`config.mk`:
```
export PLATFORM = sky130hd
export DESIGN_NAME = cpu_run_controller
export DESIGN_NICKNAME = d
export VERILOG_FILES = /design/src/rtl/cpu_run_controller.sv
export SDC_FILE = /design/constraint.sdc
export NUM_CORES = 1
export LEC_CHECK = 0
export ABC_AREA = 1
export ABC_CLOCK_PERIOD_IN_PS = 2300
export BUFFER_PORTS_ARGS = -buffer_cell sky130_fd_sc_hd__buf_2
export CAP_MARGIN = 40
export CORE_ASPECT_RATIO = 1.2
export CORE_MARGIN = 4
export CORE_UTILIZATION = 55
export DETAILED_ROUTE_END_ITERATION = 10
export PLACE_DENSITY = 0.79
export SKIP_CTS_REPAIR_TIMING = 1
export SLEW_MARGIN = 10
export SYNTH_ARGS = -nofsm -noshare
export SYNTH_HDL_FRONTEND = slang
export SYNTH_SLANG_ARGS = --single-unit
```
`constraint.sdc`:
```
create_clock -name clk -period 2.3 [get_ports clk]
set_input_delay 0.115 -clock clk [delete_from_list [all_inputs] [get_ports clk]]
set_output_delay 0.115 -clock clk [all_outputs]
set_load 0.01 [all_outputs]
```
`src/rtl/cpu_run_controller.sv`:
```
// Run/halt sequencer for the single-cycle core.
// Holds the core idle for a boot window after reset, then gates the PC and
// write enables according to ECALL halt and debug halt/resume/step requests.
// Also keeps a cycle counter (cycles outside BOOT) and a retired-instruction counter.
module cpu_run_controller #(
  parameter int BOOT_CYCLES = 4,
  parameter int CNT_W       = 32
) (
  input  logic             clk,
  input  logic             reset,
  input  logic             Halt,
  input  logic             DbgHaltReq,
  input  logic             DbgRunReq,
  input  logic             DbgStepReq,
  output logic             PCEn,
  output logic             WrEn,
  output logic             Halted,
  output logic [1:0]       State,
  output logic [CNT_W-1:0] CycleCnt,
  output logic [CNT_W-1:0] InstRet
);

  // A zero-length boot window would never let the counter match, so clamp to 1.
  localparam int BOOT_N = (BOOT_CYCLES < 1) ? 1 : BOOT_CYCLES;
  localparam int BOOT_W = (BOOT_N > 1) ? $clog2(BOOT_N) : 1;
  localparam logic [BOOT_W-1:0] BOOT_LAST = BOOT_W'(BOOT_N - 1);

  localparam logic [1:0] ST_BOOT   = 2'b00;
  localparam logic [1:0] ST_RUN    = 2'b01;
  localparam logic [1:0] ST_STEP   = 2'b10;
  localparam logic [1:0] ST_HALTED = 2'b11;

  logic [1:0]        state_q;
  logic [1:0]        state_d;
  logic [BOOT_W-1:0] boot_cnt_q;
  logic [CNT_W-1:0]  cycle_cnt_q;
  logic [CNT_W-1:0]  inst_ret_q;
  logic              active;

  // Counters wrap silently; no saturation or overflow flag.
  function automatic logic [CNT_W-1:0] wrap_inc(input logic [CNT_W-1:0] x);
    return x + {{(CNT_W-1){1'b0}}, 1'b1};
  endfunction

  // An instruction executes (and retires) only in RUN/STEP when it is not the ECALL.
  assign active   = ((state_q == ST_RUN) || (state_q == ST_STEP)) && !Halt;
  assign PCEn     = active;
  assign WrEn     = active;
  assign Halted   = (state_q == ST_HALTED);
  assign State    = state_q;
  assign CycleCnt = cycle_cnt_q;
  assign InstRet  = inst_ret_q;

  // Next-state selection; debug requests only matter in RUN (halt) and HALTED.
  always_comb begin
    state_d = state_q;
    case (state_q)
      ST_BOOT: begin
        if (boot_cnt_q == BOOT_LAST) state_d = ST_RUN;
      end
      ST_RUN: begin
        // ECALL halts without retiring; debug halt retires the current instruction first.
        if (Halt || DbgHaltReq) state_d = ST_HALTED;
      end
      ST_STEP: begin
        state_d = ST_HALTED;
      end
      default: begin
        // ECALL halt is terminal; halt beats step, step beats run.
        if (Halt || DbgHaltReq) state_d = ST_HALTED;
        else if (DbgStepReq)    state_d = ST_STEP;
        else if (DbgRunReq)     state_d = ST_RUN;
      end
    endcase
  end

  // State, boot window counter and the two performance counters.
  always_ff @(posedge clk) begin
    if (reset) begin
      state_q     <= ST_BOOT;
      boot_cnt_q  <= '0;
      cycle_cnt_q <= '0;
      inst_ret_q  <= '0;
    end else begin
      state_q <= state_d;
      if (state_q == ST_BOOT && boot_cnt_q != BOOT_LAST)
        boot_cnt_q <= boot_cnt_q + {{(BOOT_W-1){1'b0}}, 1'b1};
      if (state_q != ST_BOOT)
        cycle_cnt_q <= wrap_inc(cycle_cnt_q);
      if (active)
        inst_ret_q <= wrap_inc(inst_ret_q);
    end
  end

endmodule

```
==> results_dict.tcl, run 1 <==
set metrics [dict create \
    outcome "completed" \
    grt_pass1_vias 3776 \
    cp_slowest_cell "dfxtp_1" \
    cp-end-kind "flop" \
    final_nets 664 \
    grt-ovfl-total 0 \
    peakVddDrop_mv 0.426 \
    yosys.area.top_type_share 0.364 \
    cp_max_fo 6 \
    start_kind "flop" \
    grt_max_degree 27 \
    multi_input_area_um2 2110 \
    drc_errors 0 \
    die_h_um 98.3 \
    viasPerCell 5.18 \
    ys_ff_latch 68 \
    fin_skew_ps 9.37 \
    worstSetupPathType "reg -> reg" \
    cts_sinks 68 \
    ys_warn_count 0 \
    synth_area_um2 3740 \
    gp_congestion 0.929 \
    yosysTopAreaCell "dfxtp_1" \
    clk_pin_slew_ps 80 \
    power_per_cell_area_nw_per_um2 673 \
    fin_util 0.675 \
    synth_area_leaders "dfxtp_1, nand2_1, nor2_1" \
    die-area_um2 8180 \
    firstDrtPassIters 6 \
    synth.yosys.seq_area_share 0.364 \
    r2r_slack_ps 390 \
    synth_edf_count 0 \
    required_ps 2530 \
    io_pins 75 \
    nFillCells 598 \
    synth_commonest_cells "nand2_1, nor2_1, dfxtp_1, inv_1, nand3_1" \
    drt_wl_total_um 9870 \
    slew_headroom 0.673 \
    setup_viol 0 \
    drive_above_1_share 0.202 \
    cts_root_buf "clkbuf_8" \
    synth.avg_cell_area_um2 6.53 \
    clk_latency_ps 350 \
    cts_buffers 9 \
    hold_viol 0 \
    finalHoldWorstSlack_ps 99.1 \
    fin_crit_ps 1910 \
    rows 32 \
    ant_nets 0 \
    wl_per_cell_um 13.3 \
    vias 3834 \
    fmax_mhz 522 \
    p_leak_nw 1.88 \
    worstMarginPinSlew_ps 490 \
    report.final.slew_viol_count 0 \
    grt_util_all_layers 0.249 \
    critPathMostFrequentCell "nand2_1" \
    drv_cap 0 \
    diodes 0 \
    initial_core_util 0.573 \
    min_path_type "in -> reg" \
    cp.arrival_ps 2140 \
    fin_setup_tns_ps 0 \
    rsz0062_at_grt "no" \
    cpPeakStageDelay_ps 430 \
    synthCells 572 \
    synth.net_count 586 \
    yosysMostFrequentCell "nand2_1" \
    io_buffers 74 \
    coreArea_um2 6530 \
    cts_tree "done" \
    regArea_um2 1360 \
    fin_crit_sh 0.832 \
    antenna_found_initial 0 \
    die_width_um 83.3 \
    synthArstFlopShare 0 \
    ys.flop_type "dfxtp_1" \
    drt_iter0_drc 214 \
    area_growth_pct 17.8 \
    h-tree-depth 3 \
    dp.final_hpwl_um 7480 \
    crit_chain "inv_1 > ha_1 > nand2_2 > nor2_4 > nand2_1 > nor2_2 > nand2_1 > o21ai_1 > nor2_1" \
    ys_types 32 \
    grt_pass1_wl_um 16800 \
    cts_buffer_depth 2 \
]
==> sequential cells by signal, indices dropped and copies added (netlist names) <==
name / flops
InstRet: 32
CycleCnt: 32
boot_cnt_q: 2
State: 2
==> worst paths after layout <==
| kind | start | end | cells after the start |
|---|---|---|---|
| max | State[1]$_SDFFE_PP0P_ | InstRet[14]$_SDFFE_PP0P_ | 9 |
| min reg2reg | boot_cnt_q[0]$_SDFFE_PP0P_ | boot_cnt_q[0]$_SDFFE_PP0P_ | 2 |
| min | DbgStepReq | State[0]$_SDFFE_PP0P_ | 4 |
| max reg2reg | State[1]$_SDFFE_PP0P_ | InstRet[14]$_SDFFE_PP0P_ | 9 |
==> metal layers <==
layer / GRT usage / wire, um / up-vias / part of all wire
li1: - / - / 1964 / -
met1: 0.267 / 3920 / 1726 / 0.40
met2: 0.472 / 5250 / 119 / 0.53
met3: 0.0321 / 436 / 25 / 0.044
met4: 0.126 / 264 / 0 / 0.027
met5: 0 / 0 / - / 0
==> placed cells by master, fill, tap and decap left out, types with 8 or more instances in the layout <==
| cell | synthesis | routed |
|---|---|---|
| nor2_1 | 131 | 131 |
| buf_2 | 0 | 74 |
| nand3_1 | 39 | 39 |
| nand2_1 | 144 | 144 |
| inv_1 | 53 | 53 |
| a21oi_1 | 37 | 37 |
| dfxtp_1 | 68 | 68 |
| clkbuf_8 | 1 | 11 |
| nor2_2 | 16 | 16 |
| o21ai_0 | 16 | 16 |
| nor2_4 | 9 | 9 |
| ha_1 | 8 | 8 |
==> cell type report <==
type                    count  area share
repair buffers             76      0.0875
well taps                  85      0.0242
clock buffers              11      0.0344
inverters                  54      0.0463
clock inverters             5      0.0188
flip-flops and latches     68       0.309
multi-input cells         441       0.480
==> where the power goes <==
part	total, mW	switching [mW]	leakage [nW]	internal [mW]
combinational	0.492	0.324	1.21	0.168
clock	1.17	0.492	0.120	0.674
sequential	1.31	0.0677	0.549	1.24
total	2.96	0.884	1.88	2.08
==> critical path: cells and delay by family (launching register included) <==
kind / cells / cell delay [ps]
buffers and inverters: 1 / 90
adder cells (fa/ha/maj): 1 / 320
flip-flops: 1 / 430
AND/OR/NAND/NOR: 6 / 850
AO/OA/AOI/OAI: 1 / 110
==> stage by stage <==
stage / total power [mW] / instances / setup slack (ps) / instance area, um^2
2_1_floorplan: 1.71 / 572 / 620 / 3740
3_3_place_gp: 1.80 / 724 / 589 / 4170
3_5_place_dp: 1.83 / 724 / 442 / 4170
4_1_cts: 2.98 / 740 / 426 / 4400
5_1_grt: 3.10 / 740 / 290 / 4400
6_report: 2.96 / 740 / 385 / 4400
==> logic make-up after synthesis <==
family | after synthesis | synth area share
AO/OA/AOI/OAI | 59 | 0.0800
XOR/XNOR | 7 | 0.0164
adder cells (fa/ha/maj) | 8 | 0.0268
buffers and inverters | 63 | 0.0706
flip-flops | 68 | 0.364
AND/OR/NAND/NOR | 367 | 0.442
No activity file was read; power rests on OpenSTA's default activity.
==> run 2, diff against run 1 <==
Settings changed: ABC_CLOCK_PERIOD_IN_PS 2300 to 2000.
Clock period 2.3 ns to 2 ns, I/O delays scaled along.
==> results_dict.tcl, run 2 (synthesis gave the netlist of run 1 again) <==
set metrics [dict create \
    drt_iter0_drc 178 \
    h-tree-depth 3 \
    drt_wl_total_um 9900 \
    grt_max_degree 36 \
    multi_input_area_um2 2110 \
    slew_headroom 0.656 \
    pwr-share-clk 0.331 \
    final_nets 664 \
    gp_congestion 0.927 \
    rows 32 \
    regArea_um2 1360 \
    clk_pin_slew_ps 70 \
    drive_above_1_share 0.197 \
    final_cell_mix "nand2_1, nor2_1, buf_2" \
    fin_crit_ps 1820 \
    dp_slack_ps 182 \
    drc_errors 0 \
    initial_core_util 0.573 \
    start_kind "flop" \
    fin_setup_tns_ps 0 \
    cts_buffer_depth 2 \
    rsz0062_at_grt "no" \
    combPwrFrac 0.186 \
    p_leak_nw 1.85 \
    worstMarginPinSlew_ps 515 \
    cts_tree "done" \
    wl_per_cell_um 13.4 \
    clk_latency_ps 350 \
    stdcell_area_um2 4350 \
    cts_sinks 68 \
    hold_viol 0 \
    ant_nets 0 \
    area_growth_pct 16.4 \
    die-area_um2 8180 \
    mostFrequentLayoutCell "nand2_1" \
    fin_skew_ps 8.39 \
    cpPeakStageDelay_ps 420 \
    drv_cap 0 \
    critPathMostFrequentCell "nor2_4" \
    p_sw_mw 0.967 \
    antenna_found_initial 0 \
    report.final.slew_viol_count 0 \
    fmax_mhz 550 \
    vias 3915 \
    cp-end-kind "flop" \
    crit_chain "inv_1 > ha_1 > nand2_2 > nor2_4 > nand3_4 > nor2_4 > nand3_1 > nand2_1 > nor2_1" \
    cts_root_buf "clkbuf_8" \
    viasPerCell 5.30 \
    outcome "completed" \
    cp_slowest_cell "dfxtp_1" \
    power_per_cell_area_nw_per_um2 712 \
    io_buffers 74 \
    firstDrtPassIters 5 \
    coreArea_um2 6530 \
    cp_max_fo 6 \
    io_pins 75 \
    nFillCells 582 \
    diodes 0 \
    dp.final_hpwl_um 7620 \
    grt_util_all_layers 0.245 \
    grt_pass1_vias 3719 \
    worst_slack_ps 183 \
    worstSetupPathType "reg -> reg" \
    die_h_um 98.3 \
    intPower_mw 2.13 \
    setup_viol 0 \
    pwr-share-seq 0.484 \
    dpl_cell_area_um2 4180 \
    switching_share 0.312 \
    grt-ovfl-total 0 \
    required_ps 2250 \
    peakVddDrop_mv 0.472 \
    die_width_um 83.3 \
    min_path_type "in -> reg" \
    cts_buffers 9 \
    grt_pass1_wl_um 16500 \
    fin_crit_sh 0.908 \
    cp.arrival_ps 2070 \
]
[run 2: power groups by stage]
stage	clock network [mW]	logic, mW	registers [mW]
3_5_place_dp	0	0.577	1.53
2_1_floorplan	0	0.415	1.55
5_1_grt	1.09	0.651	1.51
6_report	1.02	0.575	1.50
3_3_place_gp	0	0.549	1.52
4_1_cts	1.02	0.581	1.50
[run 2: worst max-delay path, delay by kind of cell, from the launching register on]
family	cells	cell delay, ps
buf+inv	1	100
flops	1	420
simple gates	7	880
fa+ha+maj	1	330
[run 2: cell type report]
class | instances | share of cell area
timing repair buffer | 76 | 0.0915
clock buffer | 13 | 0.0365
sequential | 68 | 0.313
multi-input combinational | 441 | 0.485
tap | 85 | 0.0244
clock inverter | 2 | 0.00230
inverter | 54 | 0.0469
[run 2: metrics by stage]
stage	hold slack [ps]	total power, mW	std cells	util
2_1_floorplan	255	1.96	572	-
3_3_place_gp	424	2.07	724	0.641
3_5_place_dp	448	2.11	724	0.641
4_1_cts	87.9	3.10	739	0.667
5_1_grt	122	3.25	739	0.667
6_report	83.9	3.10	739	0.667
[run 2: path summary, 6_finish.rpt]
| kind | from | endpoint | slack (ps) | cells past startpoint |
|---|---|---|---|---|
| hold / removal | DbgStepReq | State[0]$_SDFFE_PP0P_ | 80 | 4 |
| hold reg to reg | boot_cnt_q[0]$_SDFFE_PP0P_ | boot_cnt_q[0]$_SDFFE_PP0P_ | 480 | 2 |
| setup reg to reg | State[1]$_SDFFE_PP0P_ | InstRet[18]$_SDFFE_PP0P_ | 180 | 9 |
| setup / recovery | State[1]$_SDFFE_PP0P_ | InstRet[18]$_SDFFE_PP0P_ | 180 | 9 |
[run 2: per-layer routing]
layer | global-route usage | part of all wire | up-vias
li1 | - | - | 1961
met1 | 0.267 | 0.40 | 1788
met2 | 0.438 | 0.51 | 127
met3 | 0.0430 | 0.049 | 39
met4 | 0.152 | 0.043 | 0
met5 | 0 | 0 | -
